### config.mk
export PLATFORM = sky130hd
export DESIGN_NAME = mul_div_unit
export DESIGN_NICKNAME = d
export VERILOG_FILES = /design/src/rtl/mul_div_pkg.sv /design/src/rtl/div_step.sv /design/src/rtl/mul_div_unit.sv
export SDC_FILE = /design/constraint.sdc
export NUM_CORES = 1
export LEC_CHECK = 0
export CAP_MARGIN = 20
export CORE_ASPECT_RATIO = 0.9
export CORE_MARGIN = 2
export CORE_UTILIZATION = 50
export DETAILED_ROUTE_END_ITERATION = 10
export GPL_TIMING_DRIVEN = 0
export PLACE_DENSITY = 0.68
export REMOVE_ABC_BUFFERS = 1
export SYNTH_ARGS = -nofsm -noshare
export SYNTH_HDL_FRONTEND = slang
export SYNTH_SLANG_ARGS = --single-unit
### constraint.sdc
create_clock -name clk -period 10.9 [get_ports clk]
set_input_delay 2.18 -clock clk [delete_from_list [all_inputs] [get_ports clk]]
set_output_delay 2.18 -clock clk [all_outputs]
set_load 0.01 [all_outputs]
### src/rtl/mul_div_pkg.sv
// Shared definitions for the multi-cycle multiply/divide engine.
package mul_div_pkg;

  localparam int MD_WIDTH = 32;

  localparam logic OP_MUL = 1'b0;
  localparam logic OP_DIV = 1'b1;

  typedef enum logic [1:0] {
    IDLE = 2'd0,
    RUN  = 2'd1,
    FIX  = 2'd2,
    DONE = 2'd3
  } state_t;

  // Iteration counter width for a given operand width
  function automatic int cnt_width(input int w);
    return (w > 1) ? $clog2(w) : 1;
  endfunction

  localparam int CNT_W = cnt_width(MD_WIDTH);

endpackage

### src/rtl/div_step.sv
// One non-restoring division step: shift in the next dividend bit, then
// subtract the divisor from a non-negative partial remainder or add it to a
// negative one. The new quotient bit is 1 when the result is non-negative.
module div_step
  import mul_div_pkg::*;
#(
  parameter int WIDTH = MD_WIDTH
) (
  input  logic signed [WIDTH+1:0] p,
  input  logic        [WIDTH-1:0] q,
  input  logic        [WIDTH-1:0] d,
  output logic signed [WIDTH+1:0] p_next,
  output logic        [WIDTH-1:0] q_next
);

  logic signed [WIDTH+1:0] shifted;
  logic signed [WIDTH+1:0] d_ext;

  // Add/sub-and-shift for a single quotient bit
  always_comb begin
    shifted = {p[WIDTH:0], q[WIDTH-1]};
    d_ext   = {2'b00, d};
    if (p[WIDTH+1]) p_next = shifted + d_ext;
    else            p_next = shifted - d_ext;
    q_next = {q[WIDTH-2:0], ~p_next[WIDTH+1]};
  end

endmodule

### src/rtl/mul_div_unit.sv
// Multi-cycle signed multiply (radix-2 Booth) and divide (non-restoring)
// engine. Results are published on z_high/z_low only when done pulses.
module mul_div_unit
  import mul_div_pkg::*;
#(
  parameter int WIDTH = MD_WIDTH
) (
  input  logic             clk,
  input  logic             clr,
  input  logic             start,
  input  logic             op,
  input  logic [WIDTH-1:0] a,
  input  logic [WIDTH-1:0] b,
  output logic             busy,
  output logic             done,
  output logic [WIDTH-1:0] z_high,
  output logic [WIDTH-1:0] z_low,
  output logic             div_by_zero
);

  localparam int             CW   = cnt_width(WIDTH);
  localparam logic [CW-1:0]  LAST = CW'(WIDTH - 1);

  state_t                  state;
  logic [CW-1:0]           count;
  logic                    dz_pend;
  logic                    op_q;

  // Booth state: upper field is WIDTH+1 bits so MIN*MIN cannot overflow
  logic signed [2*WIDTH:0] acc;
  logic                    qm1;
  logic signed [WIDTH:0]   mcand;
  logic signed [WIDTH:0]   booth_hi;
  logic signed [WIDTH:0]   booth_sum;
  logic signed [2*WIDTH:0] acc_next;

  // Divider state works on magnitudes; signs are applied in FIX
  logic signed [WIDTH+1:0] prem;
  logic signed [WIDTH+1:0] prem_next;
  logic [WIDTH-1:0]        quo;
  logic [WIDTH-1:0]        quo_next;
  logic [WIDTH-1:0]        dvs;
  logic                    q_neg;
  logic                    r_neg;
  logic [WIDTH-1:0]        rem_mag;

  logic [WIDTH-1:0]        res_hi;
  logic [WIDTH-1:0]        res_lo;

  logic                    accept;
  logic                    div0;

  function automatic logic [WIDTH-1:0] mag(input logic [WIDTH-1:0] x);
    return x[WIDTH-1] ? (~x + 1'b1) : x;
  endfunction

  function automatic logic [WIDTH-1:0] apply_sign(input logic [WIDTH-1:0] m,
                                                  input logic neg);
    return neg ? (~m + 1'b1) : m;
  endfunction

  assign accept = (state == IDLE) && start;
  assign div0   = (op == OP_DIV) && (b == '0);

  // One Booth step: add/subtract the multiplicand, then arithmetic shift right
  always_comb begin
    booth_hi = acc[2*WIDTH:WIDTH];
    case ({acc[0], qm1})
      2'b01:   booth_sum = booth_hi + mcand;
      2'b10:   booth_sum = booth_hi - mcand;
      default: booth_sum = booth_hi;
    endcase
    acc_next = {booth_sum[WIDTH], booth_sum, acc[WIDTH-1:1]};
  end

  div_step #(.WIDTH(WIDTH)) u_div_step (
    .p      (prem),
    .q      (quo),
    .d      (dvs),
    .p_next (prem_next),
    .q_next (quo_next)
  );

  // Restore a negative final partial remainder (only the low bits matter)
  assign rem_mag = prem[WIDTH-1:0] + (prem[WIDTH+1] ? dvs : '0);

  // Datapath: latch operands on accept, iterate in RUN, sign-correct in FIX
  always_ff @(posedge clk) begin
    if (accept) begin
      op_q   <= op;
      acc    <= {{(WIDTH+1){1'b0}}, b};
      qm1    <= 1'b0;
      mcand  <= {a[WIDTH-1], a};
      prem   <= '0;
      quo    <= mag(a);
      dvs    <= mag(b);
      q_neg  <= a[WIDTH-1] ^ b[WIDTH-1];
      r_neg  <= a[WIDTH-1];
      res_hi <= a;
      res_lo <= '1;
    end else if (state == RUN) begin
      if (op_q == OP_MUL) begin
        acc <= acc_next;
        qm1 <= acc[0];
      end else begin
        prem <= prem_next;
        quo  <= quo_next;
      end
    end else if (state == FIX) begin
      res_hi <= apply_sign(rem_mag, r_neg);
      res_lo <= apply_sign(quo, q_neg);
    end
  end

  // Control FSM with registered status and result outputs
  always_ff @(posedge clk) begin
    if (clr) begin
      state       <= IDLE;
      count       <= '0;
      busy        <= 1'b0;
      done        <= 1'b0;
      dz_pend     <= 1'b0;
      div_by_zero <= 1'b0;
      z_high      <= '0;
      z_low       <= '0;
    end else begin
      done <= 1'b0;
      case (state)
        IDLE: begin
          if (start) begin
            busy        <= 1'b1;
            div_by_zero <= 1'b0;
            count       <= '0;
            dz_pend     <= div0;
            state       <= div0 ? DONE : RUN;
          end
        end
        RUN: begin
          count <= count + 1'b1;
          if (count == LAST) state <= (op_q == OP_DIV) ? FIX : DONE;
        end
        FIX: begin
          state <= DONE;
        end
        DONE: begin
          state       <= IDLE;
          busy        <= 1'b0;
          done        <= 1'b1;
          div_by_zero <= dz_pend;
          if (op_q == OP_MUL) begin
            z_high <= acc[2*WIDTH-1:WIDTH];
            z_low  <= acc[WIDTH-1:0];
          end else begin
            z_high <= res_hi;
            z_low  <= res_lo;
          end
        end
        default: state <= IDLE;
      endcase
    end
  end

endmodule

After elaboration in Yosys (flattened, before gate mapping)

Index checks and enable logic that the tools add are counted.

Add/subtract/negate cells: 10
$mul: 0
Divide/modulo/power cells: 0
Order comparisons: 0
Equal/unequal tests: 10
Shift-type cells: 0
Muxes and demuxes: 30
Bitwise operators: 8
Reductions and logical operators: 19

Operators by type and width:

| operator                | count |
|---|---|
| $mux W32                | 15 |
| $add A32 B1 Y32 const B | 4 |
| $not A32 Y32            | 4 |
| $pmux W33 S2            | 1 |
| $add A34 B33 Y34        | 1 |
| $mux W34                | 1 |
| $sub A34 B33 Y34        | 1 |
| $add A32 B32 Y33        | 1 |
| $sub A32 B32 Y33        | 1 |
| $add A32 B32 Y32        | 1 |
| $logic_not A32 Y1       | 1 |
| $mux W31                | 1 |
| $reduce_and A2 Y1       | 10 |
| $pmux W5 S2             | 1 |
| $reduce_bool A2 Y1      | 5 |
| $pmux W2 S4             | 1 |
| $eq A2 B2 Y1 const B    | 3 |
| $mux W2                 | 3 |
| $add A5 B1 Y5 const B   | 1 |
| $eq A5 B5 Y1 const B    | 1 |
| $mux W5                 | 1 |
| $eq A2 B1 Y1 const B    | 2 |
| $mux W1                 | 4 |
| $ne A2 B1 Y1 const B    | 2 |
| other kinds (6)         | 11 |

Register bits: 337
Bits in latches: 0
Memory bits (writable): 0
Memory bits (read-only): 0
Input bits: 68
Output and inout bits: 67
Word-level logic and storage cells: 98
Memories: 0

Longest topological paths before layout

Gate-level depths: netlist of the first run.

Depth in word-level cells: 8
Mapped depth: 21
Depth with buffers taken out: 20

By module

A second synthesis of the first run with hierarchy kept.

Cells, all modules: 2666
Area total of the unflattened synthesis: 22698.0 µm²

Modules (own cells, without submodules):

| module       | instances | cells an instance | area each (µm²) | sequential area each (µm²) |
|---|---|---|---|---|
| mul_div_unit | 1         | 2261              | 19940.4         | 8348.0 |
| div_step     | 1         | 405               | 2757.6          | 0.0 |

Least setup slack after synthesis of the first run

OpenSTA, ideal clock, no wires.

Path kind: input to register
Start point: in start
End point: reg dvs[0], enable pin
Setup time: 456 ps
Arrival time: 4741 ps
Data required time: 10444 ps
Slack: 5704 ps
Stages: 4
Path buffers: 2
Path through: nand2_1 > inv_1 > clkbuf_1 > buf_1

Cells in the longest elaborated chain, start to end: 1

RTL lines:

| what                   | RTL line           | source |
|---|---|---|
| start: declaration     | mul_div_unit.sv:10 | `input logic start,` |
| $logic_and A1 B1 Y1    | mul_div_unit.sv:62 | `assign accept = (state == IDLE) && start;` |
| named net accept       | mul_div_unit.sv:50 | `logic accept;` |
| end signal: assignment | mul_div_unit.sv:96 | `dvs <= mag(b);` |
| end: declaration       | mul_div_unit.sv:42 | `logic [WIDTH-1:0] dvs;` |

The timed path passes the listed nets, and every way through them passes these cells.
A chain may end at the register's enable or synchronous reset.

Worst setup path in the final report of the first run

Start point: reg mcand[5]
End point: reg, netlist name acc[63]

Cells in the longest elaborated chain, start to end: 2
Elaborated cells between the ends (all ways): 3
Classes of those cells: add/sub (2); mux (1)

RTL lines:

| what                                                        | RTL line                               | source |
|---|---|---|
| start: declaration                                          | mul_div_unit.sv:32                     | `logic signed [WIDTH:0] mcand;` |
| start signal: assignment                                    | mul_div_unit.sv:93                     | `mcand <= {a[WIDTH-1], a};` |
| $sub A32 B32 Y33 / $add A32 B32 Y33 (equally long branches) | mul_div_unit.sv:70, mul_div_unit.sv:69 |  |
| $pmux W33 S2 (*)                                            | mul_div_unit.sv:68                     | `case ({acc[0], qm1})` |

Every way passes the cells marked *; elsewhere a longest branch is shown, timed or not.

==> impl_metrics.xml, run 1 <==
<?xml version="1.0" encoding="UTF-8"?>
<metrics>
  <group name="power_and_ir_drop">
    <metric name="sw_frac_of_total" unit="%">44.3</metric>
    <metric name="cell_pwr_density" unit="nW/µm²">303</metric>
    <metric name="max-vdd-ir-drop" unit="mV">0.131</metric>
    <metric name="comb_power_share" unit="%">53.3</metric>
    <metric name="seq_power_share" unit="%">30.6</metric>
    <metric name="internal-power" unit="µW">4270</metric>
    <metric name="power.clock.fraction" unit="%">16.1</metric>
    <metric name="p_leak" unit="µW">0.00986</metric>
    <metric name="p_sw" unit="µW">3390</metric>
  </group>
  <group name="synthesis">
    <metric name="synth-seq-area-share" unit="%">37.9</metric>
    <metric name="synth.most_common_cell" unit="">sky130_fd_sc_hd__nand2_1</metric>
    <metric name="synthDominantCellAreaShare" unit="%">22.1</metric>
    <metric name="netlist.top_cell.by_area" unit="">sky130_fd_sc_hd__edfxtp_1</metric>
    <metric name="ys_top_cells_by_area" unit="">sky130_fd_sc_hd__edfxtp_1 22%, sky130_fd_sc_hd__dfxtp_1 16%, sky130_fd_sc_hd__nand2_1 6.5%</metric>
    <metric name="post_synthesis_instance_total" unit="">2581</metric>
    <metric name="synth_flop_type" unit="">sky130_fd_sc_hd__dfxtp_1</metric>
    <metric name="post_synth.cell_area_avg" unit="µm²">8.54</metric>
    <metric name="async_reset_ff_share" unit="%">0</metric>
    <metric name="synth.ff_latch_count" unit="">336</metric>
    <metric name="synth_edf_count" unit="">162</metric>
    <metric name="synth-warning-count" unit="">0</metric>
    <metric name="synth_common_cells" unit="">380 x sky130_fd_sc_hd__nand2_1, 216 x sky130_fd_sc_hd__nor2_1, 202 x sky130_fd_sc_hd__o21ai_0</metric>
    <metric name="netlist-cell-type-count" unit="">66</metric>
    <metric name="mappedNetlistArea" unit="µm²">22100</metric>
  </group>
  <group name="layout">
    <metric name="multi_input_area" unit="µm²">13000</metric>
    <metric name="layout.cell_area.non_filler" unit="µm²">25300</metric>
    <metric name="final_core_utilization" unit="%">58.5</metric>
    <metric name="final_layout_size_suffix_gt1_share" unit="%">3.60</metric>
    <metric name="area_delta_synth_final" unit="%">14.7</metric>
    <metric name="register_area" unit="µm²">8350</metric>
    <metric name="num-fill-cells" unit="">3814</metric>
    <metric name="finalNetCount" unit="">2815</metric>
  </group>
  <group name="floorplanning">
    <metric name="floorplan.initialDensity" unit="%">51.0</metric>
    <metric name="num_rows" unit="">72</metric>
    <metric name="io-pin-count" unit="">135</metric>
    <metric name="die_h" unit="µm">203</metric>
    <metric name="floorplan.core_area" unit="µm²">43200</metric>
    <metric name="die_width" unit="µm">225</metric>
    <metric name="die_area" unit="µm²">45800</metric>
  </group>
  <group name="grt">
    <metric name="globalRouteOverflowTotal" unit="">0</metric>
    <metric name="groute.layer.met3.usage" unit="%">3.18</metric>
    <metric name="grt_pass1_vias" unit="">17800</metric>
    <metric name="globalRoute.busiestLayer" unit="">met2</metric>
    <metric name="globalRouteMet2Util" unit="%">40.0</metric>
    <metric name="groute.usage.overall" unit="%">25.9</metric>
    <metric name="met1_usage" unit="%">37.3</metric>
    <metric name="grt_pass1_wl" unit="µm">95500</metric>
    <metric name="antenna_violations_before_repair" unit="">4</metric>
    <metric name="pin_count_of_the_biggest_net_entering_global_routing" unit="">138</metric>
  </group>
  <group name="clock_network">
    <metric name="cts.reportedPaths.clkPinSlew" unit="ns">0.06</metric>
    <metric name="htree_num_levels" unit="">2</metric>
    <metric name="cts_tree" unit="">yes</metric>
    <metric name="numCtsBuffers" unit="">39</metric>
    <metric name="clk_buf_depth" unit="">3</metric>
    <metric name="post-cts-setup-buffer-count" unit="">0</metric>
    <metric name="worstSkewPairLatency" unit="ns">0.57</metric>
    <metric name="cts_repair_resize_count" unit="">0</metric>
    <metric name="cts-root-buf" unit="">sky130_fd_sc_hd__clkbuf_16</metric>
    <metric name="ctsHoldBuffers" unit="">0</metric>
    <metric name="cts_num_sinks" unit="">336</metric>
  </group>
  <group name="sta">
    <metric name="fmax" unit="GHz">0.172</metric>
    <metric name="worstMarginPinSlew" unit="ns">1.01</metric>
    <metric name="setup_viol_count_final" unit="">0</metric>
    <metric name="finalClockSkew" unit="ns">0.0281</metric>
    <metric name="max_slew_margin" unit="%">32.8</metric>
    <metric name="finalCritPeriodShare" unit="%">53.4</metric>
    <metric name="final.min_clock_period" unit="ns">5.82</metric>
    <metric name="final-max-slew-violation-count" unit="">0</metric>
    <metric name="hold_viol_final" unit="">0</metric>
    <metric name="rsz0062_at_grt" unit="">false</metric>
  </group>
  <group name="worst_setup_path">
    <metric name="setup_cp_type" unit="">flip-flop to flip-flop</metric>
    <metric name="critical_path_arrival" unit="ns">6.31</metric>
    <metric name="timing.critical_path.from_type" unit="">flip-flop</metric>
    <metric name="crit_path_max_fanout" unit="">6</metric>
    <metric name="worst_setup_path_end_kind" unit="">flip-flop</metric>
    <metric name="cp_data_required_time" unit="ns">11.39</metric>
  </group>
  <group name="drt">
    <metric name="detailroute.via_count" unit="">19000</metric>
    <metric name="number_of_optimization_iterations_in_the_first_detailed_route_pass" unit="">6</metric>
    <metric name="detail_route.wirelength" unit="µm">59900</metric>
    <metric name="post_drt_wl_per_cell" unit="µm">18.6</metric>
    <metric name="ant_nets" unit="">0</metric>
    <metric name="drt_first_iter_violations" unit="">1994</metric>
    <metric name="routed_via_density" unit="">5.89</metric>
    <metric name="drcViolationCount" unit="">0</metric>
  </group>
  <group name="placement">
    <metric name="globalplace.congestion" unit="">0.981</metric>
    <metric name="placed_cell_area" unit="µm²">24000</metric>
    <metric name="portBuffers" unit="">134</metric>
    <metric name="place.detailed.hpwl" unit="µm">43700</metric>
  </group>
  <group name="hold_path">
    <metric name="min-delay-path-class" unit="">flip-flop to flip-flop</metric>
  </group>
  <group name="flow_run">
    <metric name="cap_violations" unit="">0</metric>
  </group>
  <group name="outcome">
    <metric name="result_of_the_run" unit="">complete, no violations</metric>
  </group>
</metrics>
-- worst max-delay path, cell delays in order (launching register included) --
cell and delay [ns]:
sky130_fd_sc_hd__edfxtp_1 0.44, sky130_fd_sc_hd__or4_1 0.56, sky130_fd_sc_hd__nor4_1 0.65, sky130_fd_sc_hd__nand2_1 0.10, sky130_fd_sc_hd__nor2_1 0.25, sky130_fd_sc_hd__nand2_1 0.12, sky130_fd_sc_hd__nor4_1 0.40, sky130_fd_sc_hd__a21oi_1 0.15
sky130_fd_sc_hd__xnor2_1 0.16, sky130_fd_sc_hd__ha_1 0.35, sky130_fd_sc_hd__a21o_1 0.22, sky130_fd_sc_hd__a21o_1 0.18, sky130_fd_sc_hd__a21o_1 0.20, sky130_fd_sc_hd__or3_1 0.34, sky130_fd_sc_hd__o22ai_1 0.31, sky130_fd_sc_hd__o22ai_1 0.20
sky130_fd_sc_hd__o41ai_1 0.38, sky130_fd_sc_hd__xor2_1 0.15, sky130_fd_sc_hd__or4_1 0.42, sky130_fd_sc_hd__a21oi_1 0.15
-- layer usage --
metal / share of wire (%) / up-vias
li1: - / 9443
met1: 48 / 8946
met2: 44 / 534
met3: 5.3 / 82
met4: 2.6 / 0
met5: 0 / -
-- power by group through the flow --
stage / sequential [µW] / clock, µW / combinational [µW]
final: 2340 / 1230 / 4080
after global routing: 2390 / 1300 / 4550
after CTS: 2330 / 1260 / 4030
after detailed placement: 2350 / 0 / 4010
after global placement: 2390 / 0 / 3830
after floorplan: 2210 / 0 / 2980
-- worst paths after layout --
kind,start,to,slack [ns],cells past startpoint
setup / recovery,mcand[5]$_DFFE_PP_,acc[63]$_SDFFE_PP0P_,5.08,19
hold / removal,qm1$_SDFFE_PP0P_,qm1$_SDFFE_PP0P_,0.46,2
setup reg to reg,mcand[5]$_DFFE_PP_,acc[63]$_SDFFE_PP0P_,5.08,19
hold reg to reg,qm1$_SDFFE_PP0P_,qm1$_SDFFE_PP0P_,0.46,2
-- per-stage QoR --
stage	setup slack [ns]	setup TNS, ns	cells	power, µW	hold slack [ns]
2_1_floorplan	0.826	0	2440	5190	0.430
3_3_place_gp	-5.30	-1046.40	3129	6220	0.443
3_5_place_dp	4.71	0	3146	6360	0.451
4_1_cts	5.13	0	3217	7620	0.459
5_1_grt	4.69	0	3224	8240	0.480
6_report	5.08	0	3224	7650	0.461
-- registers in the layout, indices dropped and copies added, names as in the netlist, 2 cells and up --
name,count
z_low,32
res_hi,32
acc,64
state,2
dvs,32
mcand,32
count,5
prem,34
res_lo,32
quo,32
z_high,32
-- cells in the final DEF (no fill, tap or decap), types with 21 or more instances in the layout --
master	instances
sky130_fd_sc_hd__nand2b_1	22
sky130_fd_sc_hd__mux2i_1	77
sky130_fd_sc_hd__edfxtp_1	162
sky130_fd_sc_hd__a211oi_1	95
sky130_fd_sc_hd__clkbuf_16	39
sky130_fd_sc_hd__nor3_1	49
sky130_fd_sc_hd__inv_1	59
sky130_fd_sc_hd__a21oi_1	183
sky130_fd_sc_hd__nor2_1	215
sky130_fd_sc_hd__o21ai_0	202
sky130_fd_sc_hd__nand3_1	21
sky130_fd_sc_hd__and2_1	46
sky130_fd_sc_hd__or3_1	23
sky130_fd_sc_hd__o31ai_1	45
sky130_fd_sc_hd__xnor2_1	121
sky130_fd_sc_hd__xor2_1	118
sky130_fd_sc_hd__ha_1	106
sky130_fd_sc_hd__a21o_1	47
sky130_fd_sc_hd__clkdlybuf4s50_1	133
sky130_fd_sc_hd__nand2_1	378
sky130_fd_sc_hd__dfxtp_1	173
-- cell type report --
cell class,instances,area share (%)
antenna,4,0.0396
clock buffer,52,4.09
clock inverter,19,0.584
inverter,60,0.920
multi-input combinational,2044,51.4
sequential,336,33.0
tap,555,2.75
timing repair buffer,154,7.25
-- kinds of logic after synthesis --
family | count (synthesis) | synth area share, %
and+or+nand+nor | 888 | 18.5
AOI/OAI and AO/OA | 725 | 20.7
DFF | 336 | 37.9
xor gates and xnor gates | 239 | 9.49
buffers and inverters | 201 | 3.42
adders and majority gates | 112 | 6.46
muxes | 80 | 3.65
No activity file was read; power rests on OpenSTA's default activity.
==> run 2: changes to the inputs <==
- PLACE_DENSITY: 0.68 -> 0.71
- clock period: 10.9 -> 4.9 ns (I/O delays scaled with it)
==> run 2 against run 1 <==
Effect of this change: maximum frequency increased by 20%; largest cell class unchanged; die area unchanged; count of clock-buffer cells in the layout up 4; highest routed layer unchanged; setup slack lost 5.0 ns; non-clock buffer count increased by 21; register-to-register slack worse by 5.0 ns; worst hold slack better by 0.0027 ns; combinational power up 130%; wire length fell by 1.6%.
==> impl_metrics.xml, run 2 (synthesis results as in run 1) <==
<?xml version="1.0" encoding="UTF-8"?>
<metrics>
  <group name="grt">
    <metric name="globalRouteMet2Util" unit="%">40.1</metric>
    <metric name="grt_pass1_vias" unit="">17800</metric>
    <metric name="globalRoute.busiestLayer" unit="">met2</metric>
    <metric name="pin_count_of_the_biggest_net_entering_global_routing" unit="">153</metric>
    <metric name="groute.usage.overall" unit="%">25.3</metric>
    <metric name="groute.layer.met3.usage" unit="%">3.05</metric>
    <metric name="antenna_violations_before_repair" unit="">5</metric>
    <metric name="globalRouteOverflowTotal" unit="">0</metric>
    <metric name="met1_usage" unit="%">35.5</metric>
    <metric name="grt_pass1_wl" unit="µm">93700</metric>
  </group>
  <group name="worst_setup_path">
    <metric name="timing.critical_path.from_type" unit="">flip-flop</metric>
    <metric name="cp.depth" unit="">19</metric>
    <metric name="critPathSlowestCell" unit="">sky130_fd_sc_hd__or4_4</metric>
    <metric name="crit_path_max_fanout" unit="">3</metric>
    <metric name="critical_path.most_common_cell" unit="">sky130_fd_sc_hd__a21o_1</metric>
    <metric name="worst_setup_slack_for_register_to_register_paths" unit="ns">0.04</metric>
    <metric name="critical_path.reg2reg.endpoint" unit="">acc[63]$_SDFFE_PP0P_</metric>
    <metric name="rr_startpoint" unit="">mcand[3]$_DFFE_PP_</metric>
    <metric name="reg2regPathDepth" unit="">19</metric>
    <metric name="cp_cell_sequence" unit="">or4_4 -&gt; nor4_4 -&gt; nand2_1 -&gt; nor2_4 -&gt; nand2_2 -&gt; nor4_4 -&gt; a21oi_2 -&gt; xnor2_1 -&gt; ha_1 -&gt; a21o_1 -&gt; a21o_1 -&gt; a21o_1 -&gt; or3_1 -&gt; o22ai_2 -&gt; o22ai_2 -&gt; o41ai_2 -&gt; xor2_1 -&gt; or4_1 -&gt; a21oi_1</metric>
    <metric name="timing.critical_path.buf_inv" unit="">0</metric>
    <metric name="worst_setup_path_end_kind" unit="">flip-flop</metric>
    <metric name="critical_path_arrival" unit="ns">5.35</metric>
    <metric name="timing.critical_path.max_delay_family" unit="">simple AND/OR/NAND/NOR gates</metric>
    <metric name="setup_cp_type" unit="">flip-flop to flip-flop</metric>
    <metric name="cp_data_required_time" unit="ns">5.39</metric>
    <metric name="critPathMaxStageDelay" unit="ns">0.58</metric>
  </group>
  <group name="sta">
    <metric name="setup_viol_count_final" unit="">0</metric>
    <metric name="finalClockSkew" unit="ns">0.0281</metric>
    <metric name="max_slew_margin" unit="%">24.8</metric>
    <metric name="hold_viol_final" unit="">0</metric>
    <metric name="final-max-slew-violation-count" unit="">0</metric>
    <metric name="final.min_clock_period" unit="ns">4.86</metric>
    <metric name="worstMarginPinSlew" unit="ns">1.13</metric>
    <metric name="finalCritPeriodShare" unit="%">99.2</metric>
    <metric name="rsz0062_at_grt" unit="">true</metric>
    <metric name="fmax" unit="GHz">0.206</metric>
    <metric name="setup_slack" unit="ns">0.0405</metric>
  </group>
  <group name="power_and_ir_drop">
    <metric name="max-vdd-ir-drop" unit="mV">0.300</metric>
    <metric name="cell_pwr_density" unit="nW/µm²">676</metric>
    <metric name="design_power_total" unit="µW">17400</metric>
    <metric name="p_leak" unit="µW">0.0101</metric>
  </group>
  <group name="clock_network">
    <metric name="cts_tree" unit="">yes</metric>
    <metric name="worstSkewPairLatency" unit="ns">0.56</metric>
    <metric name="cts.reportedPaths.clkPinSlew" unit="ns">0.06</metric>
    <metric name="ctsHoldBuffers" unit="">0</metric>
    <metric name="cts-root-buf" unit="">sky130_fd_sc_hd__clkbuf_16</metric>
    <metric name="numCtsBuffers" unit="">38</metric>
    <metric name="htree_num_levels" unit="">2</metric>
    <metric name="cts_num_sinks" unit="">336</metric>
    <metric name="clk_buf_depth" unit="">3</metric>
  </group>
  <group name="hold_path">
    <metric name="min_to" unit="">qm1$_SDFFE_PP0P_</metric>
    <metric name="min_path_cells" unit="">2</metric>
    <metric name="hold_path_startpoint" unit="">qm1$_SDFFE_PP0P_</metric>
    <metric name="min-delay-path-class" unit="">flip-flop to flip-flop</metric>
  </group>
  <group name="placement">
    <metric name="place.detailed.hpwl" unit="µm">42900</metric>
    <metric name="preCtsSetupSlack" unit="ns">-0.714</metric>
    <metric name="globalplace.congestion" unit="">0.922</metric>
    <metric name="portBuffers" unit="">134</metric>
    <metric name="placed_cell_area" unit="µm²">24000</metric>
  </group>
  <group name="drt">
    <metric name="detail_route.wirelength" unit="µm">58900</metric>
    <metric name="routed_via_density" unit="">5.95</metric>
    <metric name="ant_nets" unit="">0</metric>
    <metric name="drt_first_iter_violations" unit="">1735</metric>
    <metric name="number_of_optimization_iterations_in_the_first_detailed_route_pass" unit="">6</metric>
    <metric name="drcViolationCount" unit="">0</metric>
    <metric name="detailroute.via_count" unit="">19300</metric>
    <metric name="post_drt_wl_per_cell" unit="µm">18.2</metric>
  </group>
  <group name="layout">
    <metric name="num-fill-cells" unit="">3742</metric>
    <metric name="layout_commonest_cell" unit="">sky130_fd_sc_hd__nand2_1</metric>
    <metric name="multi_input_area" unit="µm²">13200</metric>
    <metric name="register_area" unit="µm²">8350</metric>
    <metric name="finalNetCount" unit="">2835</metric>
    <metric name="largest_register_ff_count" unit="">64</metric>
    <metric name="layout.cell_area.non_filler" unit="µm²">25800</metric>
    <metric name="final_layout_size_suffix_gt1_share" unit="%">5.66</metric>
    <metric name="largest-register" unit="">acc</metric>
    <metric name="biggestRegsByFlops" unit="">acc x64, prem x34</metric>
    <metric name="final_cell_mix" unit="">377 x sky130_fd_sc_hd__nand2_1, 212 x sky130_fd_sc_hd__nor2_1, 201 x sky130_fd_sc_hd__o21ai_0</metric>
    <metric name="area_delta_synth_final" unit="%">16.9</metric>
  </group>
  <group name="floorplanning">
    <metric name="die_width" unit="µm">225</metric>
    <metric name="die_area" unit="µm²">45800</metric>
    <metric name="floorplan.initialDensity" unit="%">51.0</metric>
    <metric name="num_rows" unit="">72</metric>
    <metric name="floorplan.core_area" unit="µm²">43200</metric>
    <metric name="die_h" unit="µm">203</metric>
    <metric name="io-pin-count" unit="">135</metric>
  </group>
  <group name="outcome">
    <metric name="result_of_the_run" unit="">complete, no violations</metric>
  </group>
  <group name="flow_run">
    <metric name="cap_violations" unit="">0</metric>
  </group>
</metrics>
-- run 2: changes by cell type in the layout (fill, tap and decap cells not counted), moves of 4 or more --
cell | before | now
sky130_fd_sc_hd__buf_4 | 1 | 23
sky130_fd_sc_hd__nor4_1 | 20 | 14
sky130_fd_sc_hd__clkinvlp_4 | 4 | 0
sky130_fd_sc_hd__clkbuf_8 | 1 | 5
sky130_fd_sc_hd__nor4_4 | 0 | 4
-- run 2: stage by stage --
stage | TNS, ns | instances | utilization [%] | hold WS [ns]
floorplan | -766.09 | 2440 | - | 0.430
global placement | -2377.29 | 3129 | 54.5 | 0.443
detailed placement | -3.60 | 3146 | 55.6 | 0.455
CTS | 0 | 3217 | 58.9 | 0.463
global route | -0.210 | 3244 | 59.6 | 0.490
finish | 0 | 3245 | 59.6 | 0.464
-- run 2: per-layer routing --
metal  vias to the layer above  part of all wire [%]
met5                         -                     0
met4                         0                   3.1
met3                       109                   5.6
met2                       585                    45
met1                      9111                    46
li1                       9490                     -
-- run 2: worst max path at each step --
stage | end | from | slack [ns]
after floorplan | res_hi[0]$_DFFE_PP_ | start | -3.97
after global routing | acc[63]$_SDFFE_PP0P_ | mcand[3]$_DFFE_PP_ | -0.17
after detailed placement | quo[0]$_DFFE_PP_ | dvs[5]$_DFFE_PP_ | -0.71
after global placement | quo[0]$_DFFE_PP_ | start | -9.94
after CTS | quo[0]$_DFFE_PP_ | dvs[5]$_DFFE_PP_ | 0.002
final | acc[63]$_SDFFE_PP0P_ | mcand[3]$_DFFE_PP_ | 0.04
-- run 2: report_power, final --
part | switching, µW | internal (µW)
logic | 5480 | 3840
registers | 956 | 4240
clock network | 1190 | 1740
total | 7630 | 9810
-- run 2: cell type report --
| class | instances | share of cell area, % |
|---|---|---|
| timing repair buffer | 175 | 7.69 |
| clock buffer | 56 | 4.31 |
| antenna | 5 | 0.0485 |
| sequential | 336 | 32.4 |
| inverter | 60 | 0.903 |
| multi-input combinational | 2044 | 51.3 |
| tap | 555 | 2.69 |
| clock inverter | 14 | 0.650 |
-- run 2: worst reg2reg max path: cells and delay by family, from the launching register on --
family | cells | cell delay, ns
xor+xnor | 2 | 0.36
flops | 1 | 0.41
simple gates | 8 | 2.34
compound gates | 8 | 1.40
fa+ha+maj | 1 | 0.29
-- run 2: what timing repair did --
| item | 4_1_cts | 5_1_grt |
|---|---|---|
| buffers inserted | 1 | 21 |
| resized for setup | 24 | 21 |
| setup endpoints to repair | 15 | 16 |
| pin swaps | 1 | 22 |
